File: src/rtl/riscv_pkg.sv
// Shared RV32I decode definitions: opcodes, ALU codes, immediate formats and
// the control/ID-EX bundles used by the decode stage.
package riscv_pkg;

  localparam logic [6:0] OPC_LUI    = 7'b0110111;
  localparam logic [6:0] OPC_AUIPC  = 7'b0010111;
  localparam logic [6:0] OPC_JAL    = 7'b1101111;
  localparam logic [6:0] OPC_JALR   = 7'b1100111;
  localparam logic [6:0] OPC_BRANCH = 7'b1100011;
  localparam logic [6:0] OPC_LOAD   = 7'b0000011;
  localparam logic [6:0] OPC_STORE  = 7'b0100011;
  localparam logic [6:0] OPC_OPIMM  = 7'b0010011;
  localparam logic [6:0] OPC_OP     = 7'b0110011;

  localparam logic [3:0] ALU_ADD   = 4'd0;
  localparam logic [3:0] ALU_SUB   = 4'd1;
  localparam logic [3:0] ALU_SLL   = 4'd2;
  localparam logic [3:0] ALU_SLT   = 4'd3;
  localparam logic [3:0] ALU_SLTU  = 4'd4;
  localparam logic [3:0] ALU_XOR   = 4'd5;
  localparam logic [3:0] ALU_SRL   = 4'd6;
  localparam logic [3:0] ALU_SRA   = 4'd7;
  localparam logic [3:0] ALU_OR    = 4'd8;
  localparam logic [3:0] ALU_AND   = 4'd9;
  localparam logic [3:0] ALU_PASSB = 4'd10;

  // IMM_R marks formats without an immediate (R-type and unsupported opcodes).
  typedef enum logic [2:0] {
    IMM_I = 3'd0,
    IMM_S = 3'd1,
    IMM_B = 3'd2,
    IMM_U = 3'd3,
    IMM_J = 3'd4,
    IMM_R = 3'd5
  } imm_fmt_e;

  typedef struct packed {
    logic [3:0] alu_op;
    logic       alu_src;
    logic       mem_rd;
    logic       mem_wr;
    logic       reg_wr;
    logic       branch;
    logic       jump;
    logic       illegal;
    imm_fmt_e   fmt;
  } ctrl_t;

  typedef struct packed {
    logic        valid;
    logic [31:0] pc;
    logic [31:0] rs1_data;
    logic [31:0] rs2_data;
    logic [31:0] imm;
    logic [4:0]  rs1;
    logic [4:0]  rs2;
    logic [4:0]  rd;
    logic [3:0]  alu_op;
    logic        alu_src;
    logic        mem_rd;
    logic        mem_wr;
    logic        reg_wr;
    logic        branch;
    logic        jump;
    logic [2:0]  funct3;
    logic        illegal;
  } idex_t;

  function automatic logic [31:0] imm_gen(input logic [31:0] instr, input imm_fmt_e fmt);
    logic [31:0] imm;
    case (fmt)
      IMM_I:   imm = {{20{instr[31]}}, instr[31:20]};
      IMM_S:   imm = {{20{instr[31]}}, instr[31:25], instr[11:7]};
      IMM_B:   imm = {{19{instr[31]}}, instr[31], instr[7], instr[30:25], instr[11:8], 1'b0};
      IMM_U:   imm = {instr[31:12], 12'h000};
      IMM_J:   imm = {{11{instr[31]}}, instr[31], instr[19:12], instr[20], instr[30:21], 1'b0};
      default: imm = 32'h0000_0000;
    endcase
    return imm;
  endfunction

  // alt selects SUB/SRA; callers only raise it where funct7[5] is meaningful.
  function automatic logic [3:0] alu_from_f3(input logic [2:0] f3, input logic alt);
    logic [3:0] op;
    case (f3)
      3'b000:  op = alt ? ALU_SUB : ALU_ADD;
      3'b001:  op = ALU_SLL;
      3'b010:  op = ALU_SLT;
      3'b011:  op = ALU_SLTU;
      3'b100:  op = ALU_XOR;
      3'b101:  op = alt ? ALU_SRA : ALU_SRL;
      3'b110:  op = ALU_OR;
      3'b111:  op = ALU_AND;
      default: op = ALU_ADD;
    endcase
    return op;
  endfunction

endpackage

File: src/rtl/id_stage_reg_file.sv
// 2-read/1-write architectural register file with x0 tied to zero and
// write-through bypass so a same-cycle write-back is visible to the reader.
module reg_file
  import riscv_pkg::*;
#(
  parameter int XLEN = 32,
  parameter int NREG = 32
) (
  input  logic            clk,
  input  logic            rst,
  input  logic            i_we,
  input  logic [4:0]      i_wa,
  input  logic [XLEN-1:0] i_wd,
  input  logic [4:0]      i_ra1,
  input  logic [4:0]      i_ra2,
  output logic [XLEN-1:0] o_rd1,
  output logic [XLEN-1:0] o_rd2
);

  logic [XLEN-1:0] r_regs [NREG-1:1];
  logic            w_wr_en;

  assign w_wr_en = i_we && (i_wa != 5'd0);

  // Register storage; x0 has no storage at all.
  always_ff @(posedge clk or posedge rst) begin
    if (rst) begin
      for (int i = 1; i < NREG; i++) begin
        r_regs[i] <= '0;
      end
    end else if (w_wr_en) begin
      r_regs[i_wa] <= i_wd;
    end
  end

  // Read ports with bypass of the write-back in flight.
  always_comb begin
    o_rd1 = '0;
    o_rd2 = '0;
    if (i_ra1 == 5'd0) begin
      o_rd1 = '0;
    end else if (w_wr_en && (i_wa == i_ra1)) begin
      o_rd1 = i_wd;
    end else begin
      o_rd1 = r_regs[i_ra1];
    end
    if (i_ra2 == 5'd0) begin
      o_rd2 = '0;
    end else if (w_wr_en && (i_wa == i_ra2)) begin
      o_rd2 = i_wd;
    end else begin
      o_rd2 = r_regs[i_ra2];
    end
  end

endmodule

File: src/rtl/id_stage.sv
// RV32I decode stage: combinational decode and immediate generation feeding a
// registered ID/EX bundle; owns the register file written by write-back.
module id_stage
  import riscv_pkg::*;
#(
  parameter int XLEN = 32,
  parameter int NREG = 32
) (
  input  logic            clk,
  input  logic            rst,
  input  logic [XLEN-1:0] if_pc,
  input  logic [31:0]     if_instr,
  input  logic            if_valid,
  input  logic            stall,
  input  logic            flush,
  input  logic            wb_we,
  input  logic [4:0]      wb_rd,
  input  logic [XLEN-1:0] wb_data,
  output logic            ex_valid,
  output logic [XLEN-1:0] ex_pc,
  output logic [XLEN-1:0] ex_rs1_data,
  output logic [XLEN-1:0] ex_rs2_data,
  output logic [XLEN-1:0] ex_imm,
  output logic [4:0]      ex_rs1,
  output logic [4:0]      ex_rs2,
  output logic [4:0]      ex_rd,
  output logic [3:0]      ex_alu_op,
  output logic            ex_alu_src,
  output logic            ex_mem_rd,
  output logic            ex_mem_wr,
  output logic            ex_reg_wr,
  output logic            ex_branch,
  output logic            ex_jump,
  output logic [2:0]      ex_funct3,
  output logic            ex_illegal
);

  logic [6:0]      w_opcode;
  logic [2:0]      w_funct3;
  logic [4:0]      w_rs1;
  logic [4:0]      w_rs2;
  logic [4:0]      w_rd;
  logic            w_f7b5;
  logic            w_bubble;
  logic [XLEN-1:0] w_rs1_data;
  logic [XLEN-1:0] w_rs2_data;
  ctrl_t           w_ctrl;
  idex_t           w_next;
  idex_t           r_idex;

  assign w_opcode = if_instr[6:0];
  assign w_rd     = if_instr[11:7];
  assign w_funct3 = if_instr[14:12];
  assign w_rs1    = if_instr[19:15];
  assign w_rs2    = if_instr[24:20];
  assign w_f7b5   = if_instr[30];
  assign w_bubble = !if_valid || (if_instr == 32'h0000_0000);

  reg_file #(.XLEN(XLEN), .NREG(NREG)) u_reg_file (
    .clk   (clk),
    .rst   (rst),
    .i_we  (wb_we),
    .i_wa  (wb_rd),
    .i_wd  (wb_data),
    .i_ra1 (w_rs1),
    .i_ra2 (w_rs2),
    .o_rd1 (w_rs1_data),
    .o_rd2 (w_rs2_data)
  );

  // Control decode from opcode/funct fields.
  always_comb begin
    w_ctrl         = '0;
    w_ctrl.alu_op  = ALU_ADD;
    w_ctrl.fmt     = IMM_R;
    case (w_opcode)
      OPC_LUI: begin
        w_ctrl.fmt = IMM_U; w_ctrl.alu_op = ALU_PASSB; w_ctrl.alu_src = 1'b1; w_ctrl.reg_wr = 1'b1;
      end
      OPC_AUIPC: begin
        w_ctrl.fmt = IMM_U; w_ctrl.alu_src = 1'b1; w_ctrl.reg_wr = 1'b1;
      end
      OPC_JAL: begin
        w_ctrl.fmt = IMM_J; w_ctrl.alu_src = 1'b1; w_ctrl.reg_wr = 1'b1; w_ctrl.jump = 1'b1;
      end
      OPC_JALR: begin
        w_ctrl.fmt = IMM_I; w_ctrl.alu_src = 1'b1; w_ctrl.reg_wr = 1'b1; w_ctrl.jump = 1'b1;
      end
      OPC_BRANCH: begin
        w_ctrl.fmt = IMM_B; w_ctrl.alu_op = ALU_SUB; w_ctrl.branch = 1'b1;
      end
      OPC_LOAD: begin
        w_ctrl.fmt = IMM_I; w_ctrl.alu_src = 1'b1; w_ctrl.mem_rd = 1'b1; w_ctrl.reg_wr = 1'b1;
      end
      OPC_STORE: begin
        w_ctrl.fmt = IMM_S; w_ctrl.alu_src = 1'b1; w_ctrl.mem_wr = 1'b1;
      end
      OPC_OPIMM: begin
        // funct7[5] is immediate data except for the shift-right pair.
        w_ctrl.fmt     = IMM_I;
        w_ctrl.alu_op  = alu_from_f3(w_funct3, (w_funct3 == 3'b101) && w_f7b5);
        w_ctrl.alu_src = 1'b1;
        w_ctrl.reg_wr  = 1'b1;
      end
      OPC_OP: begin
        w_ctrl.alu_op = alu_from_f3(w_funct3, w_f7b5);
        w_ctrl.reg_wr = 1'b1;
      end
      default: begin
        w_ctrl.illegal = 1'b1;
      end
    endcase
  end

  // Assemble the next ID/EX contents.
  always_comb begin
    w_next          = '0;
    w_next.valid    = 1'b1;
    w_next.pc       = if_pc;
    w_next.rs1_data = w_rs1_data;
    w_next.rs2_data = w_rs2_data;
    w_next.imm      = imm_gen(if_instr, w_ctrl.fmt);
    w_next.rs1      = w_rs1;
    w_next.rs2      = w_rs2;
    w_next.rd       = w_rd;
    w_next.alu_op   = w_ctrl.alu_op;
    w_next.alu_src  = w_ctrl.alu_src;
    w_next.mem_rd   = w_ctrl.mem_rd;
    w_next.mem_wr   = w_ctrl.mem_wr;
    w_next.reg_wr   = w_ctrl.reg_wr;
    w_next.branch   = w_ctrl.branch;
    w_next.jump     = w_ctrl.jump;
    w_next.funct3   = w_funct3;
    w_next.illegal  = w_ctrl.illegal;
  end

  // ID/EX register: flush beats stall; empty slots load as all-zero bubbles.
  always_ff @(posedge clk or posedge rst) begin
    if (rst) begin
      r_idex <= '0;
    end else if (flush) begin
      r_idex <= '0;
    end else if (stall) begin
      r_idex <= r_idex;
    end else if (w_bubble) begin
      r_idex <= '0;
    end else begin
      r_idex <= w_next;
    end
  end

  assign ex_valid    = r_idex.valid;
  assign ex_pc       = r_idex.pc;
  assign ex_rs1_data = r_idex.rs1_data;
  assign ex_rs2_data = r_idex.rs2_data;
  assign ex_imm      = r_idex.imm;
  assign ex_rs1      = r_idex.rs1;
  assign ex_rs2      = r_idex.rs2;
  assign ex_rd       = r_idex.rd;
  assign ex_alu_op   = r_idex.alu_op;
  assign ex_alu_src  = r_idex.alu_src;
  assign ex_mem_rd   = r_idex.mem_rd;
  assign ex_mem_wr   = r_idex.mem_wr;
  assign ex_reg_wr   = r_idex.reg_wr;
  assign ex_branch   = r_idex.branch;
  assign ex_jump     = r_idex.jump;
  assign ex_funct3   = r_idex.funct3;
  assign ex_illegal  = r_idex.illegal;

endmodule

File: config.mk
export PLATFORM = sky130hd
export DESIGN_NAME = id_stage
export DESIGN_NICKNAME = d
export VERILOG_FILES = /design/src/rtl/riscv_pkg.sv /design/src/rtl/id_stage_reg_file.sv /design/src/rtl/id_stage.sv
export SDC_FILE = /design/constraint.sdc
export NUM_CORES = 2
export LEC_CHECK = 0
export ABC_CLOCK_PERIOD_IN_PS = 49800
export CAP_MARGIN = 10
export CORE_UTILIZATION = 30
export CTS_BUF_LIST = sky130_fd_sc_hd__clkbuf_8
export DETAILED_ROUTE_END_ITERATION = 10
export SYNTH_ARGS = -nofsm -noshare
export SYNTH_HDL_FRONTEND = slang
export SYNTH_HIERARCHICAL = 1
export SYNTH_SLANG_ARGS = --single-unit
File: constraint.sdc
create_clock -name clk -period 49.8 [get_ports clk]
set_input_delay 7.47 -clock clk [delete_from_list [all_inputs] [get_ports clk]]
set_output_delay 7.47 -clock clk [all_outputs]
set_load 0.01 [all_outputs]
==> insert_results.sql <==
INSERT INTO impl_metrics (metric_group, metric, value, unit) VALUES
('power_and_ir_drop', 'p_total', '2.53', 'mW'),
('sta', 'post_route_clock_period_utilization', '22.3', '%'),
('power_and_ir_drop', 'power_switching', '0.719', 'mW'),
('cts', 'cts-root-buf', 'clkbuf_8', ''),
('global_routing', 'globalRoute.totalOverflow', '0', ''),
('global_routing', 'largest_net_degree_at_the_start_of_global_routing', '159', ''),
('yosys', 'synth_sequential_area_ratio', '48.0', '%'),
('floorplanning', 'fp.dieW', '449', 'um'),
('routing', 'num_vias', '40500', ''),
('cts', 'clock_tree.buffer_depth', '3', ''),
('yosys', 'syn_nets', '4232', ''),
('worst_setup_path', 'max_stage_delay', '0.85', 'ns'),
('worst_setup_path', 'critical-path-slowest-cell', 'buf_4', ''),
('yosys', 'synthesis.area', '60000', 'um2'),
('worst_setup_path', 'cp.buffers_inverters', '4', ''),
('floorplanning', 'initial_core_utilization', '30.3', '%'),
('hold_path', 'hold_path_class', 'flip-flop to flip-flop', ''),
('power_and_ir_drop', 'pleak', '29.1', 'nW'),
('sta', 'finalClockSkew', '0.0413', 'ns'),
('cts', 'cts_tree', 'done', ''),
('yosys', 'ys.flop_type', 'dfrtp_1', ''),
('yosys', 'yosys_warning_count', '6', ''),
('floorplanning', 'die-area', '202000', 'um2'),
('sta', 'report.final.setup_viol', '0', ''),
('cts', 'clock_sinks', '1150', ''),
('layout', 'area_growth', '14.3', '%'),
('power_and_ir_drop', 'power.share.clock', '31.9', '%'),
('hold_path', 'hold-path-endpoint', 'ex_reg_wr$_DFFE_PP0P_', ''),
('sta', 'slew_worst_pin', '1.27', 'ns'),
('global_routing', 'grt_pass1_vias', '41400', ''),
('cts', 'holdBufCountCts', '0', ''),
('cts', 'htree_num_levels', '4', ''),
('placed_design', 'postPlaceCellArea', '64900', 'um2'),
('routing', 'post_drt_wl_per_cell', '30.3', 'um'),
('sta', 'worst_max_slew_margin_expressed_relative_to_the_limit', '14.9', '%'),
('worst_setup_path', 'worst_r2r_path_depth', '5', ''),
('worst_setup_path', 'worst_endpoint_required_time', '50.60', 'ns'),
('sta', 'unrepaired_setup_endpoints_after_global_routing', 'false', ''),
('layout', 'finish.cell_count_without_fillers', '7026', ''),
('yosys', 'synthesis.instances', '4125', ''),
('cts', 'clk_transition_reported_paths', '0.06', 'ns'),
('routing', 'drt_pass1_iterations', '8', ''),
('yosys', 'count_of_distinct_cell_types_in_the_synthesized_netlist', '69', ''),
('cts', 'clock_insertion_delay_worst_skew', '0.92', 'ns'),
('yosys', 'synth.largest_area_cell', 'dfrtp_1', ''),
('status', 'run_status', 'finished, final reports clean', ''),
('worst_setup_path', 'cp_common_cell', 'buf_4', ''),
('placed_design', 'numPlacedInstances', '6693', ''),
('power_and_ir_drop', 'internal_power', '1.82', 'mW'),
('routing', 'detail_route.iter0.violations', '4022', ''),
('sta', 'max_freq', '0.0899', 'GHz'),
('power_and_ir_drop', 'max-vdd-ir-drop', '0.0000190', 'V'),
('global_routing', 'initial_antenna_violation_count', '15', ''),
('cts', 'cts_buffers', '182', ''),
('layout', 'stdcell_area', '68500', 'um2'),
('power_and_ir_drop', 'seq_power_share', '48.1', '%'),
('cts', 'post_cts.repair.setup_buffers', '0', ''),
('routing', 'via_density', '5.77', ''),
('routing', 'drc', '0', ''),
('worst_setup_path', 'worstReg2RegStart', 'u_reg_file/r_regs[611]$_DFFE_PP0P_', ''),
('cts', 'post_cts_resized', '0', ''),
('power_and_ir_drop', 'combinationalPowerShare', '20.0', '%'),
('worst_setup_path', 'crit_path_max_fanout', '96', ''),
('layout', 'share_of_final_layout_standard_cells_stronger_than_drive_strength_1', '43.7', '%'),
('placed_design', 'dp_hpwl', '120000', 'um'),
('sta', 'fin_tns_setup', '0', 'ns'),
('flow_run', 'drv.max_cap_violation_count', '0', ''),
('sta', 'report.final.hold_viol_count', '0', ''),
('global_routing', 'global_route_wire_length_before_repair', '308000', 'um'),
('placed_design', 'port_buffers', '264', ''),
('hold_path', 'worstHoldStart', 'ex_reg_wr$_DFFE_PP0P_', '');
[cells in the final DEF (no fill, tap or decap), types with 40 or more instances in the layout]
master           instances
a221oi_1                42
a22o_1                 127
a22oi_1                 65
buf_4                  102
clkbuf_8               224
clkdlybuf4s50_1        255
dfrtp_1               1150
inv_1                   81
mux2_2                1059
mux2i_1                150
mux4_2                 430
nand2_1                 92
nor2_1                  77
o211ai_1                40
[per-layer routing]
layer	track usage [%]	share of wire, %	up-vias
li1	-	-	16300
met1	26.2	40	22000
met2	34.4	49	1820
met3	3.72	6.6	459
met4	9.79	4.8	6
met5	0	0.017	-
[flip-flops by register name, indices dropped and copies added, names as in the netlist, 3 cells and up]
name               cells
ex_alu_op              4
ex_funct3              3
ex_imm                32
ex_pc                 32
ex_rd                  5
ex_rs1                 5
ex_rs1_data           32
ex_rs2                 5
ex_rs2_data           32
u_reg_file/r_regs    992
[power by group through the flow]
| stage | Combinational (mW) | Clock [mW] | Sequential (mW) |
|---|---|---|---|
| 2_1_floorplan | 0.396 | 0 | 1.19 |
| 3_3_place_gp | 0.496 | 0 | 1.22 |
| 3_5_place_dp | 0.506 | 0 | 1.23 |
| 4_1_cts | 0.508 | 0.827 | 1.21 |
| 5_1_grt | 0.541 | 0.864 | 1.24 |
| 6_report | 0.508 | 0.808 | 1.22 |
[cells by family (layout without fill, tap and decap cells)]
| logic type | count (synthesis) | count (layout) | synth area share, % |
|---|---|---|---|
| DFF | 1150 | 1150 | 48.0 |
| other | 0 | 8 | 0 |
| muxes | 1640 | 1640 | 38.5 |
| xor gates and xnor gates | 10 | 10 | 0.146 |
| AOI/OAI and AO/OA | 559 | 559 | 7.22 |
| buffers and inverters | 449 | 702 | 3.56 |
| and+or+nand+nor | 317 | 317 | 2.55 |
[worst register-to-register path: stages (launching register included)]
cell	delay [ns]
dfrtp_1	0.40
mux4_2	0.26
mux2i_1	0.09
a2111oi_0	0.76
o22a_1	0.37
a22o_1	0.16
[worst max-delay path by stage]
stage / from / end / cells past startpoint
floorplan: rst / u_reg_file/r_regs[0]$_DFFE_PP0P_ / 1
global placement: if_instr[15] / ex_rs1_data[15]$_DFFE_PP0P_ / 10
detailed placement: if_instr[15] / ex_rs1_data[15]$_DFFE_PP0P_ / 10
CTS: if_instr[15] / ex_rs1_data[24]$_DFFE_PP0P_ / 10
global route: if_instr[15] / ex_rs1_data[25]$_DFFE_PP0P_ / 10
finish: if_instr[15] / ex_rs1_data[15]$_DFFE_PP0P_ / 10
[cell type report]
class	count	area [um2]	area share, %
multi-input combinational	2526	29300	42.7
sequential	1150	28800	42.0
timing repair buffer	371	3540	5.16
tap	2640	3300	4.82
clock buffer	224	3080	4.50
clock inverter	99	504	0.736
inverter	8	47.5	0.0694
antenna	8	20.0	0.0292
[stage by stage]
step / hold slack (ns) / setup slack, ns / util (%)
5_1_grt: 0.504 / 38.39 / 34.6
6_report: 0.483 / 38.68 / 34.6
3_3_place_gp: 0.464 / 37.77 / 32.8
4_1_cts: 0.489 / 38.77 / 34.6
2_1_floorplan: 0.477 / 14.42 / -
3_5_place_dp: 0.475 / 37.78 / 32.8
Power figures use the tool's default switching activity.
